===== src/rtl/volts_scale_ctrl.sv =====
// volts_scale_ctrl: one-hot volts-scale select for the sample-scaling stage.
// Manual mode steps the scale from debounced up/down pushbuttons.
// Auto mode steps it from windowed peak detection on the sample stream.
module volts_scale_ctrl #(
  parameter int unsigned DEBOUNCE_CYCLES = 40000,
  parameter int unsigned WINDOW          = 4096,
  parameter logic [7:0]  AUTO_HI         = 8'd200,
  parameter logic [7:0]  AUTO_LO         = 8'd3
) (
  input  logic       clk,
  input  logic       reset_n,
  input  logic       btn_up,
  input  logic       btn_down,
  input  logic       auto_en,
  input  logic       sample_valid,
  input  logic [7:0] sample,
  output logic [2:0] volts_scale,
  output logic       scale_changed,
  output logic [7:0] window_peak
);

  localparam int unsigned DB_W  = $clog2(DEBOUNCE_CYCLES + 1);
  localparam int unsigned CNT_W = $clog2(WINDOW);
  localparam logic [DB_W-1:0]  DB_LAST  = DB_W'(DEBOUNCE_CYCLES - 1);
  localparam logic [CNT_W-1:0] CNT_LAST = CNT_W'(WINDOW - 1);

  // The state encoding is the one-hot output itself, so volts_scale is a pure register.
  typedef enum logic [2:0] {
    S1 = 3'b001,
    S2 = 3'b010,
    S3 = 3'b100
  } scale_t;

  // Bit 0 = up button, bit 1 = down button.
  logic [1:0]      btn_raw_s;
  logic [1:0]      sync1_r;
  logic [1:0]      sync2_r;
  logic [1:0]      deb_r;
  logic [1:0]      deb_d_r;
  logic [1:0]      evt_r;
  logic [DB_W-1:0] db_cnt_r [2];

  logic            auto_d_r;
  logic            toggle_s;
  logic            take_s;
  logic            last_s;
  logic [7:0]      eval_peak_s;
  logic [7:0]      cur_peak_r;
  logic [7:0]      window_peak_r;
  logic [CNT_W-1:0] count_r;

  scale_t          state_r;
  scale_t          next_s;
  logic            up_req_s;
  logic            dn_req_s;
  logic            scale_changed_r;

  assign btn_raw_s = {btn_down, btn_up};

  // Synchronize, debounce and edge-detect both buttons; events are registered 1-cycle pulses.
  always_ff @(posedge clk or negedge reset_n) begin
    if (!reset_n) begin
      sync1_r <= 2'b00;
      sync2_r <= 2'b00;
      deb_r   <= 2'b00;
      deb_d_r <= 2'b00;
      evt_r   <= 2'b00;
      for (int i = 0; i < 2; i++) begin
        db_cnt_r[i] <= '0;
      end
    end else begin
      sync1_r <= btn_raw_s;
      sync2_r <= sync1_r;
      deb_d_r <= deb_r;
      evt_r   <= deb_r & ~deb_d_r;
      for (int i = 0; i < 2; i++) begin
        if (sync2_r[i] == deb_r[i]) begin
          db_cnt_r[i] <= '0;
        end else if (db_cnt_r[i] == DB_LAST) begin
          deb_r[i]    <= sync2_r[i];
          db_cnt_r[i] <= '0;
        end else begin
          db_cnt_r[i] <= db_cnt_r[i] + DB_W'(1);
        end
      end
    end
  end

  // A mode change drops the in-flight window and any sample or step in that cycle.
  assign toggle_s    = auto_en ^ auto_d_r;
  assign take_s      = sample_valid & ~toggle_s;
  assign last_s      = take_s & (count_r == CNT_LAST);
  assign eval_peak_s = (sample > cur_peak_r) ? sample : cur_peak_r;

  // Windowed peak tracker; publishes the window maximum when the last sample arrives.
  always_ff @(posedge clk or negedge reset_n) begin
    if (!reset_n) begin
      auto_d_r      <= 1'b0;
      cur_peak_r    <= 8'd0;
      window_peak_r <= 8'd0;
      count_r       <= '0;
    end else begin
      auto_d_r <= auto_en;
      if (toggle_s) begin
        cur_peak_r <= 8'd0;
        count_r    <= '0;
      end else if (last_s) begin
        window_peak_r <= eval_peak_s;
        cur_peak_r    <= 8'd0;
        count_r       <= '0;
      end else if (take_s) begin
        cur_peak_r <= eval_peak_s;
        count_r    <= count_r + CNT_W'(1);
      end else begin
        cur_peak_r <= cur_peak_r;
        count_r    <= count_r;
      end
    end
  end

  // Step requests from the active source, then saturating next-state selection.
  always_comb begin
    up_req_s = 1'b0;
    dn_req_s = 1'b0;
    next_s   = state_r;
    if (toggle_s) begin
      up_req_s = 1'b0;
      dn_req_s = 1'b0;
    end else if (auto_en) begin
      up_req_s = last_s & (eval_peak_s > AUTO_HI);
      dn_req_s = last_s & (eval_peak_s < AUTO_LO);
    end else begin
      up_req_s = evt_r[0] & ~evt_r[1];
      dn_req_s = evt_r[1] & ~evt_r[0];
    end
    case (state_r)
      S1: begin
        if (up_req_s) next_s = S2;
        else          next_s = S1;
      end
      S2: begin
        if (up_req_s)      next_s = S3;
        else if (dn_req_s) next_s = S1;
        else               next_s = S2;
      end
      S3: begin
        if (dn_req_s) next_s = S2;
        else          next_s = S3;
      end
      default: next_s = S1;
    endcase
  end

  // Scale state register and change pulse aligned with the first cycle of a new value.
  always_ff @(posedge clk or negedge reset_n) begin
    if (!reset_n) begin
      state_r         <= S1;
      scale_changed_r <= 1'b0;
    end else begin
      state_r         <= next_s;
      scale_changed_r <= (next_s != state_r);
    end
  end

  assign volts_scale   = state_r;
  assign scale_changed = scale_changed_r;
  assign window_peak   = window_peak_r;

endmodule

===== config.mk =====
export PLATFORM = sky130hd
export DESIGN_NAME = volts_scale_ctrl
export DESIGN_NICKNAME = d
export VERILOG_FILES = /design/src/rtl/volts_scale_ctrl.sv
export SDC_FILE = /design/constraint.sdc
export NUM_CORES = 1
export LEC_CHECK = 0
export CAP_MARGIN = 10
export CORE_MARGIN = 10
export CORE_UTILIZATION = 45
export CTS_CLUSTER_DIAMETER = 60
export DETAILED_ROUTE_END_ITERATION = 12
export DONT_BUFFER_PORTS = 1
export PLACE_DENSITY = 0.59
export SYNTH_ARGS = -nofsm -noshare
export SYNTH_HDL_FRONTEND = slang
export SYNTH_SLANG_ARGS = --single-unit
export TNS_END_PERCENT = 10

===== constraint.sdc =====
create_clock -name clk -period 2.6 [get_ports clk]
set_clock_uncertainty 0.2 [all_clocks]
set_input_delay 0.39 -clock clk [delete_from_list [all_inputs] [get_ports clk]]
set_output_delay 0.39 -clock clk [all_outputs]
set_load 0.01 [all_outputs]

==> Word level (Yosys, flattened, before mapping) <==
Cells that the tools add are included.
{ "totals": {"regBits": 75, "out_inout_bits": 12, "inputBits": 14, "word_cells": 67} }
{ "op_classes": {"reduce_logical": 4, "n_addsub": 3, "n_lt_le_gt_ge": 3, "mux": 20, "bitwise_logic": 14, "eq_ne": 9} }
{ "ops": {"columns": ["op", "count"], "rows": [
  ["$mux W16", 4],
  ["$mux W12", 3],
  ["$add A16 B1 Y16 const B", 2],
  ["$eq A16 B16 Y1 const B", 2],
  ["$mux W8", 4],
  ["$add A12 B1 Y12 const B", 1],
  ["$eq A12 B12 Y1 const B", 1],
  ["$pmux W3 S3", 1],
  ["$gt A8 B8 Y1", 1],
  ["$gt A8 B8 Y1 const B", 1],
  ["$lt A8 B2 Y1 const B", 1],
  ["$and A1 B1 Y1", 6],
  ["$mux W3", 2],
  ["$reduce_and A2 Y1", 3],
  ["$not A1 Y1", 5],
  ["$mux W1", 4],
  ["$mux W2", 2],
  ["$eq A3 B1 Y1 const B", 1],
  ["$eq A3 B2 Y1 const B", 1],
  ["$eq A3 B3 Y1 const B", 1],
  ["$ne A3 B3 Y1", 1],
  ["$reduce_bool A3 Y1", 1],
  ["$and A2 B2 Y2", 1],
  ["$eq A1 B1 Y1", 2],
  ["2 further kinds", 2]
]} }

==> Depth between registers and ports, before layout <==
{ "depth": {"word_depth": 11, "mapped_depth": 10, "ltp_nobuf": 9} }

==> Least setup slack after synthesis <==
OpenSTA, ideal clock, no wires.
{ "synth_timing": {"path_type": "reg2reg", "startpoint": "reg cur_peak_r[7]", "endpoint": "reg state_r[1] (netlist: volts_scale[1])", "stages_incl_launch_ff": 10, "required_time_ns": 2.269, "t_arrival_ns": 2.118, "path_buffers": 0, "setup_time_ns": 0.131, "period_less_slack_ns": 2.450, "setup_slack_ns": 0.150, "cell_sequence": "dfrtp_1 > inv_1 > ha_1 > nand4_2 > nor2_1 > a211o_1 > a21oi_1 > or3_4 > and2_4 > or3_1"} }
{ "synth_via": {"elab_chain_cells": 9, "elab_cells_between_ends": 15, "cone_classes": "3 x order compare; 10 x mux; 2 x bitwise"} }
{ "synth_lines": {"columns": ["item", "line_no", "rtl"], "rows": [
  ["start, declared", "48", "logic [7:0] cur_peak_r;"],
  ["start signal, assigned", "112", "cur_peak_r <= eval_peak_s;"],
  ["start signal, assigned", "115", "cur_peak_r <= cur_peak_r;"],
  ["$gt A8 B8 Y1", "93", "assign eval_peak_s = (sample > cur_peak_r) ? sample : cur_peak_r;"],
  ["$mux W8 (*)", "93", null],
  ["$lt A8 B2 Y1", "131", "dn_req_s = last_s & (eval_peak_s < AUTO_LO);"],
  ["$and A1 B1 Y1", "131", null],
  ["$mux W1", "129", "end else if (auto_en) begin"],
  ["$mux W1", "126", "if (toggle_s) begin"],
  ["$mux W2", "143", "else if (dn_req_s) next_s = S1;"],
  ["$mux W3", "142", "if (up_req_s) next_s = S3;"],
  ["$pmux W3 S3 (*)", "136", "case (state_r)"],
  ["net next_s[1]", "53", "scale_t next_s;"],
  ["end signal, assigned", "160", "state_r <= next_s;"],
  ["end, declared", "52", "scale_t state_r;"]
]} }
Mark *: on every way through the listed nets, which the timed path passes. The rest lies on a longest branch.
A chain may end at the register's enable or synchronous reset.

==> Worst setup path after layout <==
{ "layout_timing": {"startpoint": "reg cur_peak_r[2]", "endpoint": "reg state_r[1] (netlist: volts_scale[1])"} }
Same word-level chain as after synthesis.

==> flow_summary.yaml <==
cells_and_area:
  n_antenna_cell: 0
  register_area_um2: 1880
  final_cell_area_um2: 4260
  fillers: 715
  final_util_pct: 54.6
  final_nets: 424
  drive_above_1_share_pct: 13.1
  multiInputGateArea_um2: 1780
  final_common_cell: "dfrtp_1"
  syn_to_final_growth_pct: 16.4
  layout_common_cells: "74 x dfrtp_1, 57 x nor2_1, 32 x nand2_1"
pwr:
  power_leakage_nw: 1.86
  peakVddDrop_mv: 0.409
  intPower_mw: 1.84
  power.share.switching_pct: 24.7
  powerDensity_nw_per_um2: 574
  p_clk_share_pct: 39.7
  seqPwrFrac_pct: 49.6
  p_sw_uw: 605
  p_comb_share_pct: 10.6
clocking:
  cts_root_buffer: "clkbuf_8"
  clock_latency_ns: 0.36
  cts_sinks: 75
  ctsLongestPathBuffers: 2
  cts_tree: "done"
  numCtsBuffers: 9
  path_clk_slew_ns: 0.08
  cts-htree-levels: 3
min_path:
  min_path_type: "in -> reg"
  hold_depth: 2
synthesis:
  syn_inst: 373
  ys_ff_latch: 75
  avgSynthCellArea_um2: 9.81
  syn_nets: 398
  synth_area_um2: 3660
  ys_async_sr_fraction_pct: 100
  yosysSeqAreaShare_pct: 51.3
  yosysWarningCount: 0
  ys_types: 47
  synthFlopType: "dfrtp_1"
  synth_edf_count: 0
drt:
  drt-pass1-iter-count: 4
  wl_per_cell_um: 15.0
  drt-vias-per-instance: 5.32
  num_vias: 2693
  drtIter0Drc: 77
  drt-total-wl_mm: 7.59
  ant_nets: 0
  drc: 0
sta:
  rsz0062_at_grt: "true"
  tightest_slew_ns: 0.701
  hold_viol_final: 0
  post-route-period-util_pct: 98.8
  layout_min_cycle_time_ns: 2.57
  setup_viol: 0
  max_freq_mhz: 389
  slew_violations: 0
  slew-limit-headroom_pct: 53.3
die:
  core_region_area_um2: 7810
  die_h_um: 110
  rows: 32
  start_util_pct: 46.9
  pin_count: 26
  die_area_um2: 12100
  die_w_um: 110
global_routing:
  top_usage_layer: "met2"
  grt_util_met1_pct: 16.0
  grtUsageTotal_pct: 13.3
  grt_max_degree: 76
  grt_overflow_total: 0
  grt_pass1_wl_mm: 13.0
  grt_antenna_before_repair: 0
  met3_usage_pct: 3.08
  globalRouteMet2Util_pct: 22.1
  grt_pass1_vias: 2794
outcome:
  outcome: "complete, no violations"
flow_run:
  maxCapViolCount: 0
critical_path:
  worstPathArrival_ns: 2.60
  start_kind: "flop"
  reg2reg_depth: 9
  path_class: "reg -> reg"
  worst-path-max-fanout: 4
  required_ns: 2.63
  end_kind: "flop"
place:
  portBuffers: 0
  dpl_cell_area_um2: 3810
  gp_congestion: 0.788
  hpwl_mm: 4.99
## final timing paths
path,start,to,slack (ns)
setup / recovery,cur_peak_r[2],volts_scale[1],0.03
hold / removal,sample[3],window_peak[3],0.05
setup reg to reg,cur_peak_r[2],volts_scale[1],0.03
hold reg to reg,sync1_r[0],sync2_r[0],0.15
max in group asynchronous,reset_n,volts_scale[0],1.48
min in group asynchronous,reset_n,count_r[10],0.36
## layout make-up
| type | count | area share [%] |
|---|---|---|
| clock inverters | 5 | 1.85 |
| clock buffers | 11 | 3.08 |
| inverters | 12 | 1.06 |
| well taps | 102 | 2.99 |
| flip-flops and latches | 75 | 44.1 |
| multi-input cells | 278 | 41.7 |
| repair buffers | 23 | 5.23 |
## cells by family after synthesis
logic type               after synthesis  share of synthesized area (%)
adder cells (fa/ha/maj)               11                           3.76
multiplexers                           3                          0.889
AND/OR/NAND/NOR                      168                           23.4
flip-flops                            75                           51.3
buffers and inverters                 20                           2.15
AO/OA/AOI/OAI                         65                           10.9
XOR/XNOR                              31                           7.62
## cells in the mapped netlist, types with 2 or more instances
cell type	count	area, um2
a211o_1	2	17.5
a21oi_1	20	100
a22o_1	10	87.6
and3_1	9	56.3
clkbuf_1	6	22.5
dfrtp_1	74	1850
ha_1	11	138
inv_1	12	45.0
mux2_2	2	22.5
nand2_1	32	120
nand2b_1	3	18.8
nand3_1	16	80.1
nand4_1	9	56.3
nor2_1	58	218
nor2b_1	6	37.5
nor3_1	4	20.0
nor4_1	4	25.0
nor4b_1	4	35.0
o21ai_0	23	115
o31ai_1	4	30.0
or2_2	4	25.0
or3_1	7	43.8
xnor2_1	15	131
xor2_1	15	131
## timing repair
item,in CTS,in global routing
gates resized for setup,0,14
buffers inserted,0,2
hold buffers,13,0
hold endpoints to repair,86,0
setup endpoints to repair,0,11
## metrics by stage
| stage | hold WS [ns] | power, mW | setup WS [ns] | setup TNS [ns] | instances |
|---|---|---|---|---|---|
| detailed placement | -0.102 | 1.43 | 0.0424 | 0 | 475 |
| global route | 0.0525 | 2.56 | -0.0577 | -0.0676 | 506 |
| floorplan | -0.106 | 1.38 | 0.150 | 0 | 373 |
| finish | 0.0464 | 2.44 | 0.0316 | 0 | 506 |
| CTS | 0.0341 | 2.45 | 0.0189 | 0 | 504 |
| global placement | -0.102 | 1.43 | 0.0866 | 0 | 475 |
## state kept, by name (all words and copies together), names as in the netlist
name	flops
auto_d_r	1
count_r	12
cur_peak_r	8
db_cnt_r	32
deb_d_r	2
deb_r	2
evt_r	2
scale_changed	1
sync1_r	2
sync2_r	2
volts_scale	3
window_peak	8
## metal layers
layer	vias to the layer above	wire (um)	share of wire, %
met1	1298	3350	44
li1	1345	-	-
met2	38	3700	49
met5	-	0	0
met3	12	363	4.8
met4	0	178	2.3
## critical path, cell delays in order (launching register included)
cell and delay [ns]:
dfrtp_1 0.39, inv_2 0.08, ha_4 0.26, nand4_1 0.20, nor2_4 0.20, a211o_1 0.17
a21oi_1 0.08, or3_4 0.36, and2_4 0.15, or3_1 0.36
## power groups by stage
stage	clock network [mW]	logic (mW)	registers (mW)
after global routing	1.04	0.294	1.22
after detailed placement	0	0.193	1.24
after CTS	0.994	0.240	1.21
after global placement	0	0.192	1.24
after floorplan	0	0.143	1.23
final	0.972	0.259	1.21
No activity file was read; power rests on OpenSTA's default activity.
==> RTL edit (same flow settings) <==
`WINDOW`: 4096 -> 1024.
--- a/src/rtl/volts_scale_ctrl.sv
+++ b/src/rtl/volts_scale_ctrl.sv
@@ -4,5 +4,5 @@
 module volts_scale_ctrl #(
   parameter int unsigned DEBOUNCE_CYCLES = 40000,
-  parameter int unsigned WINDOW          = 4096,
+  parameter int unsigned WINDOW          = 1024,
   parameter logic [7:0]  AUTO_HI         = 8'd200,
   parameter logic [7:0]  AUTO_LO         = 8'd3
Function: same outputs for any inputs over 10 cycles, from zero or initial values and one cycle with reset_n low; that may be too few to reach the edited logic, so the function may still have changed.
==> RTL edit against the unedited design <==
Synthesized area up 4.1%; via count increased by 7.5%; setup slack better by 0.0072 ns; cell area grew 4.9%; sequential cell count down 2; global-route usage decreased by 0.83 points; routed wire length up 4.2%; power increased by 1.8%; largest power group unchanged.
==> RTL edit: results (changes against the unedited design) <==
Setup path
  – Largest delay contributor family on the critical path: compound AO/OA/AOI/OAI gates (was simple AND/OR/NAND/NOR gates)
  – CP max stage delay: around 0.40 ns
  – Crit-path max FO: 6 (was 4)
  – Critical Path AT: 2.59 ns (was 2.60 ns)
  – R2R depth: 10 (was 9)
  – Worst reg2reg startpoint: cur_peak_r[1] (was cur_peak_r[2])

Cells and area
  – Final #Nets: 453 (was 424)
  – Share of cells above drive strength 1: 15.9% (was 13.1%)
  – Top Registers: db_cnt_r: 32 flops, count_r: 10 flops (was db_cnt_r: 32 flops, count_r: 12 flops)
  – # fillers: 724 (was 715)

Drt
  – WL per Instance: 14.7 µm (was 15.0 µm)
  – Drt total wl: 7.90 mm (was 7.59 mm)
  – DR pass1 iterations: 7 (was 4)
  – Starting DRT DRC Count: 114 (was 77)
  – Via density: 5.38 (was 5.32)

Hold path
  – Hold_sp: sample[7] (was sample[3])
  – Worst Hold End: window_peak[7] (was window_peak[3])

Clock network
  – TritonCTS Buffers: 9 (unchanged)
  – Clock latency at the later pin of the worst-skew pair: 0.34 ns (was 0.36 ns)
  – Clk pin slew, worst setup/hold paths: 0.08 ns (about the same)
  – Worst-case clock buffer depth: 2 (unchanged)

Synth
  – Post-synth top cells: dfrtp_1 (72), nor2_1 (60), nand2_1 (33) (was dfrtp_1 (74), nor2_1 (58), nand2_1 (32))
  – Mapped Nets: 419 (was 398)
  – Seq/Total Area, Yosys: 48.0% (was 51.3%)
  – Post-synth cell types: 58 (was 47)
  – Synth area leaders: dfrtp_1 (47%), nor2_1 (5.9%), xor2_1 (4.1%) (was dfrtp_1 (51%), nor2_1 (5.9%), ha_1 (3.8%))
  – Post-Synthesis Cells: 394 (was 373)

Pwr
  – Leakage: 1.92 nW (was 1.86 nW)
  – Peak supply drop: 0.361 mV (was 0.409 mV)

GRT
  – Largest net degree at the start of global routing: 74 (was 76)
  – Vias in the first global route: 2,791 (was 2,794)
  – First-pass GRT wire length: 13.4 mm (was 13.0 mm)
  – Total Routing Usage GR: 12.5% (was 13.3%)

Placed design
  – Post-placement cell area: 3990 µm² (was 3810 µm²)
  – Placed insts: 502 (was 475)
  – GP Congestion: 0.879 (was 0.788)
  – Post-DP HPWL: 5.30 mm (was 4.99 mm)
  – Setup slack at placement: 0.0422 ns (was 0.0424 ns)

Timing
  – Hold WS: 0.0266 ns (was 0.0464 ns)
  – Rel. slew slack: 58.6% (was 53.3%)

Status
  – Status: finished, final reports clean (unchanged)
## RTL edit: power by group
part	switching [W]	internal [W]	leakage, nW	total, W
Clock	0.000433	0.000477	0.100	0.000909
Sequential	0.0000240	0.00116	0.995	0.00119
Combinational	0.000224	0.000170	0.821	0.000394
Total	0.000681	0.00181	1.92	0.00249
## RTL edit: metal layers
layer / vias up / wire (µm) / global-route usage (%)
met5: - / 0 / 0
met3: 14 / 375 / 4.10
met1: 1372 / 3700 / 16.1
met4: 0 / 103 / 3.89
met2: 51 / 3730 / 19.6
li1: 1458 / - / -
## RTL edit: what timing repair did
action / 4_1_cts / 5_1_grt
gates resized for setup: 0 / 15
endpoints found under the setup margin: 0 / 12
buffers inserted: 0 / 7
hold buffers: 12 / 0
hold endpoints to repair: 83 / 0
## RTL edit: how the worst max path moves through the flow
stage / start / end / slack (ns) / cells past startpoint
2_1_floorplan: cur_peak_r[5] / volts_scale[1] / 0.13 / 10
3_3_place_gp: cur_peak_r[6] / volts_scale[1] / 0.08 / 10
3_5_place_dp: sample[5] / volts_scale[1] / 0.04 / 9
4_1_cts: cur_peak_r[7] / volts_scale[1] / 0.02 / 10
5_1_grt: cur_peak_r[6] / scale_changed / -0.08 / 10
6_report: cur_peak_r[1] / volts_scale[1] / 0.04 / 10
## RTL edit: logic make-up after synthesis
group / share of synthesized area [%]
DFF: 48.0
adders and majority gates: 3.61
muxes: 1.71
and+or+nand+nor: 20.9
buffers and inverters: 2.82
xor gates and xnor gates: 7.58
AOI/OAI and AO/OA: 15.4
## RTL edit: final cells by class
class	instances	area, µm²	share of cell area, %
multi-input cells	295	1950	43.6
clock buffers	11	141	3.16
clock inverters	5	63.8	1.43
flip-flops and latches	73	1830	40.9
inverters	16	60.1	1.34
repair buffers	33	297	6.63
well taps	105	131	2.94
